$ cat config.mk
export PLATFORM = sky130hd
export DESIGN_NAME = fifo_sync_param
export DESIGN_NICKNAME = d
export VERILOG_FILES = /design/src/rtl/fifo_pkg.sv /design/src/rtl/fifo_mem.sv /design/src/rtl/fifo_sync_param.sv
export SDC_FILE = /design/constraint.sdc
export NUM_CORES = 1
export LEC_CHECK = 0
export BUFFER_PORTS_ARGS = -buffer_cell sky130_fd_sc_hd__buf_2
export CORE_MARGIN = 5
export CORE_UTILIZATION = 55
export DETAILED_ROUTE_END_ITERATION = 10
export PLACE_DENSITY = 0.84
export SYNTH_ARGS = -nofsm -noshare
export SYNTH_HDL_FRONTEND = slang
export SYNTH_SLANG_ARGS = --single-unit
$ cat constraint.sdc
create_clock -name clk -period 4.2 [get_ports clk]
set_input_delay 0.84 -clock clk [delete_from_list [all_inputs] [get_ports clk]]
set_output_delay 0.84 -clock clk [all_outputs]
set_load 0.02 [all_outputs]
$ cat src/rtl/fifo_pkg.sv
// Shared constants, width helpers and the status bundle type for the
// parametrised synchronous FIFO.
package fifo_pkg;

    localparam int DEFAULT_DATA_W = 8;
    localparam int DEFAULT_DEPTH  = 16;

    // A depth of 1 would give a zero-width pointer, so clamp to one bit.
    function automatic int ptr_width(input int depth);
        return (depth > 1) ? $clog2(depth) : 1;
    endfunction

    function automatic int count_width(input int depth);
        return ptr_width(depth) + 1;
    endfunction

    typedef struct packed {
        logic full;
        logic empty;
        logic almost_full;
        logic almost_empty;
    } fifo_status_t;

endpackage

$ cat src/rtl/fifo_mem.sv
// Simple dual-port storage array for the FIFO: one write port and one
// registered read port whose output register clears on reset.
module fifo_mem
    import fifo_pkg::*;
#(
    parameter int DATA_W = DEFAULT_DATA_W,
    parameter int DEPTH  = DEFAULT_DEPTH
) (
    input  logic                        clk,
    input  logic                        rst,
    input  logic                        write_en,
    input  logic [ptr_width(DEPTH)-1:0] write_addr,
    input  logic [DATA_W-1:0]           write_data,
    input  logic                        read_en,
    input  logic [ptr_width(DEPTH)-1:0] read_addr,
    output logic [DATA_W-1:0]           read_data
);

    logic [DATA_W-1:0] mem [DEPTH];

    always_ff @(posedge clk) begin
        if (write_en) begin
            mem[write_addr] <= write_data;
        end
    end

    // Read-before-write on the same address returns the old word, which is
    // exactly what a simultaneous read/write on a full FIFO needs.
    always_ff @(posedge clk or negedge rst) begin
        if (!rst) begin
            read_data <= '0;
        end else if (read_en) begin
            read_data <= mem[read_addr];
        end
    end

endmodule

$ cat src/rtl/fifo_sync_param.sv
// Parametrised single-clock FIFO with occupancy count and threshold flags.
// Sticky overflow/underflow flags are built only when FIFO_ERR_FLAGS_EN is defined.
module fifo_sync_param
    import fifo_pkg::*;
#(
    parameter int DATA_W    = DEFAULT_DATA_W,
    parameter int DEPTH     = DEFAULT_DEPTH,
    parameter int AF_THRESH = DEPTH - 2,
    parameter int AE_THRESH = 2
) (
    input  logic                          clk,
    input  logic                          rst,
    input  logic                          write_en,
    input  logic                          read_en,
    input  logic [DATA_W-1:0]             data_in,
    output logic [DATA_W-1:0]             data_out,
    output logic                          full,
    output logic                          empty,
    output logic                          almost_full,
    output logic                          almost_empty,
    output logic [count_width(DEPTH)-1:0] count,
    output logic                          overflow,
    output logic                          underflow,
    input  logic                          err_clr
);

    localparam int PW = ptr_width(DEPTH);
    localparam int CW = count_width(DEPTH);

    logic [PW-1:0] wr_ptr;
    logic [PW-1:0] rd_ptr;
    logic [CW-1:0] count_q;
    fifo_status_t  status;
    logic          rd_accept;
    logic          wr_accept;

    always_comb begin
        status.full         = (count_q == CW'(DEPTH));
        status.empty        = (count_q == '0);
        status.almost_full  = (int'(count_q) >= AF_THRESH);
        status.almost_empty = (int'(count_q) <= AE_THRESH);
    end

    // A full FIFO still takes a write when a read frees a slot on the same edge.
    assign rd_accept = read_en && !status.empty;
    assign wr_accept = write_en && (!status.full || rd_accept);

    always_ff @(posedge clk or negedge rst) begin
        if (!rst) begin
            wr_ptr <= '0;
            rd_ptr <= '0;
        end else begin
            if (wr_accept) begin
                wr_ptr <= wr_ptr + PW'(1);
            end
            if (rd_accept) begin
                rd_ptr <= rd_ptr + PW'(1);
            end
        end
    end

    always_ff @(posedge clk or negedge rst) begin
        if (!rst) begin
            count_q <= '0;
        end else if (wr_accept && !rd_accept) begin
            count_q <= count_q + CW'(1);
        end else if (rd_accept && !wr_accept) begin
            count_q <= count_q - CW'(1);
        end
    end

    fifo_mem #(
        .DATA_W (DATA_W),
        .DEPTH  (DEPTH)
    ) u_mem (
        .clk        (clk),
        .rst        (rst),
        .write_en   (wr_accept),
        .write_addr (wr_ptr),
        .write_data (data_in),
        .read_en    (rd_accept),
        .read_addr  (rd_ptr),
        .read_data  (data_out)
    );

`ifdef FIFO_ERR_FLAGS_EN
    logic overflow_q;
    logic underflow_q;
    logic overflow_event;
    logic underflow_event;

    assign overflow_event  = write_en && !wr_accept;
    assign underflow_event = read_en && status.empty;

    // A fresh error on the same edge as err_clr keeps the flag set.
    always_ff @(posedge clk or negedge rst) begin
        if (!rst) begin
            overflow_q  <= 1'b0;
            underflow_q <= 1'b0;
        end else begin
            if (overflow_event) begin
                overflow_q <= 1'b1;
            end else if (err_clr) begin
                overflow_q <= 1'b0;
            end
            if (underflow_event) begin
                underflow_q <= 1'b1;
            end else if (err_clr) begin
                underflow_q <= 1'b0;
            end
        end
    end

    assign overflow  = overflow_q;
    assign underflow = underflow_q;
`else
    logic unused_err_clr;

    assign unused_err_clr = err_clr;
    assign overflow       = 1'b0;
    assign underflow      = 1'b0;
`endif

    assign full         = status.full;
    assign empty        = status.empty;
    assign almost_full  = status.almost_full;
    assign almost_empty = status.almost_empty;
    assign count        = count_q;

endmodule

=== Yosys cells after proc, flatten, opt, wreduce, memory -nomap -nowiden ===
Memory sizes are Yosys's and may differ from the RTL's. A register that Yosys moved wholly into a read port is not among the register bits.
Index checks and enable logic that the tools add are counted.

* Bits in registers: 13
* RAM bits: 128
* Input port bits: 13
* Output and inout port bits: 19
* Logic and storage cells: 27
* Memories: 1

{| class="wikitable"
|+ Memories
! memory !! depth !! width !! rd ports !! clocked after Yosys merged registers in !! wr ports !! line !! text
|-
| u_mem.mem || 16 || 8 || 1 || 1 || 1 || fifo_mem.sv:19 || <nowiki>logic [DATA_W-1:0] mem [DEPTH];</nowiki>
|}

* Add/subtract/negate cells: 4
* $lt $le $gt $ge: 2
* Eq/ne operators: 1
* Muxes and demuxes: 4
* Reduce and logical (&&, ||, !) cells: 12

{| class="wikitable"
|+ Operators by type and width
! operator !! count
|-
| $mux W5 || 2
|-
| $add A4 B1 Y4 const B || 2
|-
| $add A5 B1 Y5 const B || 1
|-
| $eq A5 B5 Y1 const B || 1
|-
| $ge A5 B4 Y1 const B || 1
|-
| $le A5 B2 Y1 const B || 1
|-
| $logic_not A1 Y1 || 5
|-
| $logic_not A5 Y1 || 1
|-
| $sub A5 B1 Y5 const B || 1
|-
| $logic_and A1 B1 Y1 || 4
|-
| $mux W1 || 2
|-
| $reduce_bool A2 Y1 || 1
|-
| $logic_or A1 B1 Y1 || 1
|}

=== Logic depth before layout (Yosys ltp) ===
* Depth after elaboration: 9
* Mapped depth: 11
* Depth with buffers taken out: 10

=== Modules after synthesis ===
A second synthesis with hierarchy kept.

* Cell total of the unflattened synthesis: 316
* Area, all modules: 6,128.4 sq um

{| class="wikitable"
|+ By module, submodules not included
! module !! instances !! cells an instance !! area an instance (sq um) !! seq. area each (sq um)
|-
| fifo_mem || 1 || 240 || 5,331.4 || 4,043.9
|-
| fifo_sync_param || 1 || 76 || 797.0 || 325.3
|}

=== Worst setup path after synthesis ===
Ideal clock, no wire load.

* Kind: reg2reg
* Start: register count_q[0], in the netlist count[0]
* End: register count_q[4], in the netlist count[4]
* Setup time: 0.134 ns
* Arrival: 2.860 ns
* Data required time: 4.066 ns
* Slack: 1.206 ns
* Stages on the path, launching flop included: 12
* Path buffers: 1
* Clock period less this slack: 2.994 ns
* Path through: dfrtp_1 or4_4 o21a_4 inv_2 buf_8 ha_1 inv_1 fa_1 a21o_1 a21oi_1 mux2i_1 xnor2_1

* Cells in the longest elaborated chain, start to end: 8
* Elaborated cells between the ends (all ways): 16
* Classes of those cells: add/sub (2); eq/ne (1); mux (2); reduce/logical (11)

{| class="wikitable"
|+ RTL lines
! what !! line !! text
|-
| start, declared || fifo_sync_param.sv:32 || <nowiki>logic [CW-1:0] count_q;</nowiki>
|-
| start signal, assigned || fifo_sync_param.sv:66 || <nowiki>count_q <= count_q + CW'(1);</nowiki>
|-
| start signal, assigned || fifo_sync_param.sv:68 || <nowiki>count_q <= count_q - CW'(1);</nowiki>
|-
| parallel branches: the longest is 8 deep, another holds $sub A5 B1 Y5 || n/a ||
|}

Several ways; the timed one is not identified. The select of a mux whose other input is x is not followed.
A chain may end at the register's enable or synchronous reset.

=== Worst setup path in the final report ===
Same ends and word-level chain as after synthesis.

==> results.cfg <==
[global_routing]
grt_use_met2 = 0.3163
busiest_layer = met2
grt-ovfl-total = 0
pin_count_of_the_biggest_net_entering_global_routing = 22
first_global_vias = 3143
grt.total_usage = 0.1953
grtUsageMet1 = 0.2653
use_met3 = 0.05444
grt_first_pass_wirelength_um = 18500
antenna_violations_before_repair = 1

[floorplanning]
die_area_sq_mm = 0.01316
top_level_pins = 32
core.rowCount = 38
floorplan.initialDensity = 0.5587
dieWidth_um = 114.7
die_height_um = 114.7
core_area_sq_mm = 0.01079

[synth]
synth.area.mux_share = 0.1403
synth_top_family_by_area = multiplexers
share_of_the_synthesized_netlist_area_taken_by_xor_and_xnor_gates = 0.01453
netlist_top_cells_area = sky130_fd_sc_hd__edfxtp_1 64%, sky130_fd_sc_hd__mux4_2 11%, sky130_fd_sc_hd__dfrtp_1 8.7%
yosysTopAreaCellShare = 0.6375
synth_simple_gate_area_frac = 0.03548
asyncSetResetFlopFracSynth = 0.1409
syn_area_per_cell_sq_um = 19.33
ys_dominant_reg_cell = sky130_fd_sc_hd__edfxtp_1
ys_warn_count = 0
syn_inst = 312
synth.ff_latch_count = 149
post_synth_num_cell_types = 37
synth_compound_gate_area_share = 0.03797
synth-edff-count = 128
synth_top_cell_by_area = sky130_fd_sc_hd__edfxtp_1
synth_seq_area_share = 0.7246
netlist_area_sq_mm = 0.006030
synth_fa_ha_area_frac = 0.02200

[clocking]
cts.clk_slew.worst_paths_ns = 0.07
postCtsSetupBuffers = 0
cts_resized = 0
cts_max_path_buffers = 2
cts.htree.levels = 4
clock_tree_from_tritoncts = yes
clock_insertion_delay_worst_skew_ns = 0.52
post_cts_hold_buffer_count = 0
tritoncts.num_buffers = 17
cts_sinks = 149
root_buffer_cell = sky130_fd_sc_hd__clkbuf_8

[final_layout]
syn_to_final_growth_pct = 13.55
final_net_count = 372
diodes = 0
share_of_final_layout_standard_cells_stronger_than_drive_strength_1 = 0.2818
final_design_area_no_fill_sq_mm = 0.006847
layoutNonFillerInstCount = 502

[worst_setup_path]
crit_path_start_kind = flip-flop
end_kind = flip-flop
worst-setup-path-type = flip-flop to flip-flop
crit_fanout = 18
critical_path_arrival_ns = 3.57
cp.required_ns = 4.65

[power]
powerDensity_mw_per_mm2 = 706.1
static_leak_uw = 0.002428
ir_worst_vdd_uv = 546.7

[sta]
totalNegativeSetupSlack_ns = 0
timing.final.setup_violations = 0
final_min_period_over_clock_period = 0.7442
final.min_clock_period_ns = 3.126
max_clock_freq_mhz = 319.9
slew_margin_rel = 0.2581
report.final.hold_viol_count = 0
final-max-slew-violation-count = 0
rsz_0062_raised_after_global_routing = no
worst_pin_slew_ns = 1.113
timing.clock.skew_ns = 0.006400

[drt]
drtIter0Drc = 395
wl_per_cell_um = 23.40
num_vias = 3039
vias_per_cell = 6.054
antenna_violating_nets_post_route = 0
detailedRoute.firstPassIterationCount = 5
drt_drc_violations_left = 0
route.final.wire_length_um = 11750

[job]
max_cap_violations = 0

[worst_hold_path]
holdCritPathClass = primary input to async pin

[run_status]
status = finished, final reports clean

[placed_design]
post-place-cells = 470
place.gp.congestion = 0.7391
place_area_sq_mm = 0.006284
post-dp-hpwl_um = 6948
port_buffers = 28
==> cell usage in the layout, fill, tap and decap left out, types with 3 or more instances in the layout <==
master                      instances
sky130_fd_sc_hd__xnor2_1            9
sky130_fd_sc_hd__mux4_2            30
sky130_fd_sc_hd__o21ai_0            3
sky130_fd_sc_hd__a211oi_1           7
sky130_fd_sc_hd__edfxtp_1         128
sky130_fd_sc_hd__mux2i_1            8
sky130_fd_sc_hd__ha_1               9
sky130_fd_sc_hd__buf_2             28
sky130_fd_sc_hd__nor2_1             9
sky130_fd_sc_hd__dfrtp_1           21
sky130_fd_sc_hd__inv_8              3
sky130_fd_sc_hd__inv_1              8
sky130_fd_sc_hd__and2_1             4
sky130_fd_sc_hd__o22ai_1            7
sky130_fd_sc_hd__mux4_1             3
sky130_fd_sc_hd__clkinv_4           4
sky130_fd_sc_hd__inv_6              3
sky130_fd_sc_hd__nor4_1             4
sky130_fd_sc_hd__buf_4              6
sky130_fd_sc_hd__nand2_1           12
sky130_fd_sc_hd__clkbuf_16         16
sky130_fd_sc_hd__and3_1             4
sky130_fd_sc_hd__a21o_1             9
==> critical path: stages, from the launching register on <==
cell and delay [ns]:
sky130_fd_sc_hd__dfrtp_1 0.45, sky130_fd_sc_hd__or4_4 0.61, sky130_fd_sc_hd__o21a_4 0.24, sky130_fd_sc_hd__inv_2 0.26, sky130_fd_sc_hd__ha_1 0.23, sky130_fd_sc_hd__inv_1 0.11
sky130_fd_sc_hd__fa_1 0.42, sky130_fd_sc_hd__a21o_1 0.19, sky130_fd_sc_hd__a21oi_1 0.17, sky130_fd_sc_hd__mux2i_1 0.24, sky130_fd_sc_hd__xnor2_1 0.14
==> final cells by class <==
class	instances	area, sq um
clock inverters	14	145.1
multi-input cells	137	1516
fillers	694	3946
repair buffers	34	185.2
well taps	140	175.2
clock buffers	18	417.9
flip-flops and latches	149	4369
inverters	10	37.54
==> worst paths after layout <==
| check | from | end | slack, ns | depth (start not counted) |
|---|---|---|---|---|
| min in group clk | u_mem.read_data[6] | u_mem.read_data[6] | 0.48 | 1 |
| worst min-delay path | rst | wr_ptr[1] | 0.29 | 1 |
| worst max register to register | count[0] | count[4] | 1.07 | 10 |
| worst max-delay path | count[0] | count[4] | 1.07 | 10 |
| worst min register to register | u_mem.read_data[6] | u_mem.read_data[6] | 0.48 | 1 |
| max in group asynchronous | rst | u_mem.read_data[4] | 3.55 | 1 |
==> Yosys cell counts (all sizes together), types with 4 or more instances <==
library cell,number
edfxtp,128
mux4,33
dfrtp,21
buf,12
nand2,12
inv,10
a21o,9
ha,9
nor2,9
xnor2,9
mux2i,8
a211oi,7
o22ai,7
clkbuf,5
and2,4
and3,4
nor4,4
o21ai,4
==> flip-flops by register name (all words and copies together) (netlist names) <==
register / flops
wr_ptr: 4
rd_ptr: 4
u_mem.mem: 128
count: 5
u_mem.read_data: 8
==> report_power, final <==
part	leakage [uW]	switching, uW	internal (uW)	total [uW]
clock network	0.000272	624	805	1430
logic	0.000750	674	629	1300
registers	0.00141	265	1840	2100
total	0.00243	1560	3270	4830
==> layer usage <==
| metal | share of wire | routed length (um) |
|---|---|---|
| met5 | 0.00060 | 7 |
| met2 | 0.51 | 6020 |
| met3 | 0.077 | 901 |
| met1 | 0.40 | 4698 |
| met4 | 0.010 | 121 |
==> through the flow <==
step	hold WS [ns]	util	total power, uW	setup WS (ns)
finish	0.2886	0.6344	4834	1.074
global placement	0.4548	0.5822	3365	1.127
detailed placement	0.4681	0.5822	3420	1.095
floorplan	0.5444	-	3066	1.206
global route	0.3089	0.6344	5076	0.8919
CTS	0.2928	0.6344	4873	1.076
==> cells by family (layout without fill, tap and decap cells) <==
logic type / count (synthesis) / after routing
flip-flops: 149 / 149
multiplexers: 42 / 42
AND/OR/NAND/NOR: 42 / 42
AO/OA/AOI/OAI: 31 / 31
buffers and inverters: 27 / 76
adder cells (fa/ha/maj): 10 / 10
XOR/XNOR: 10 / 10
other: 1 / 2
Power figures use the tool's default switching activity.
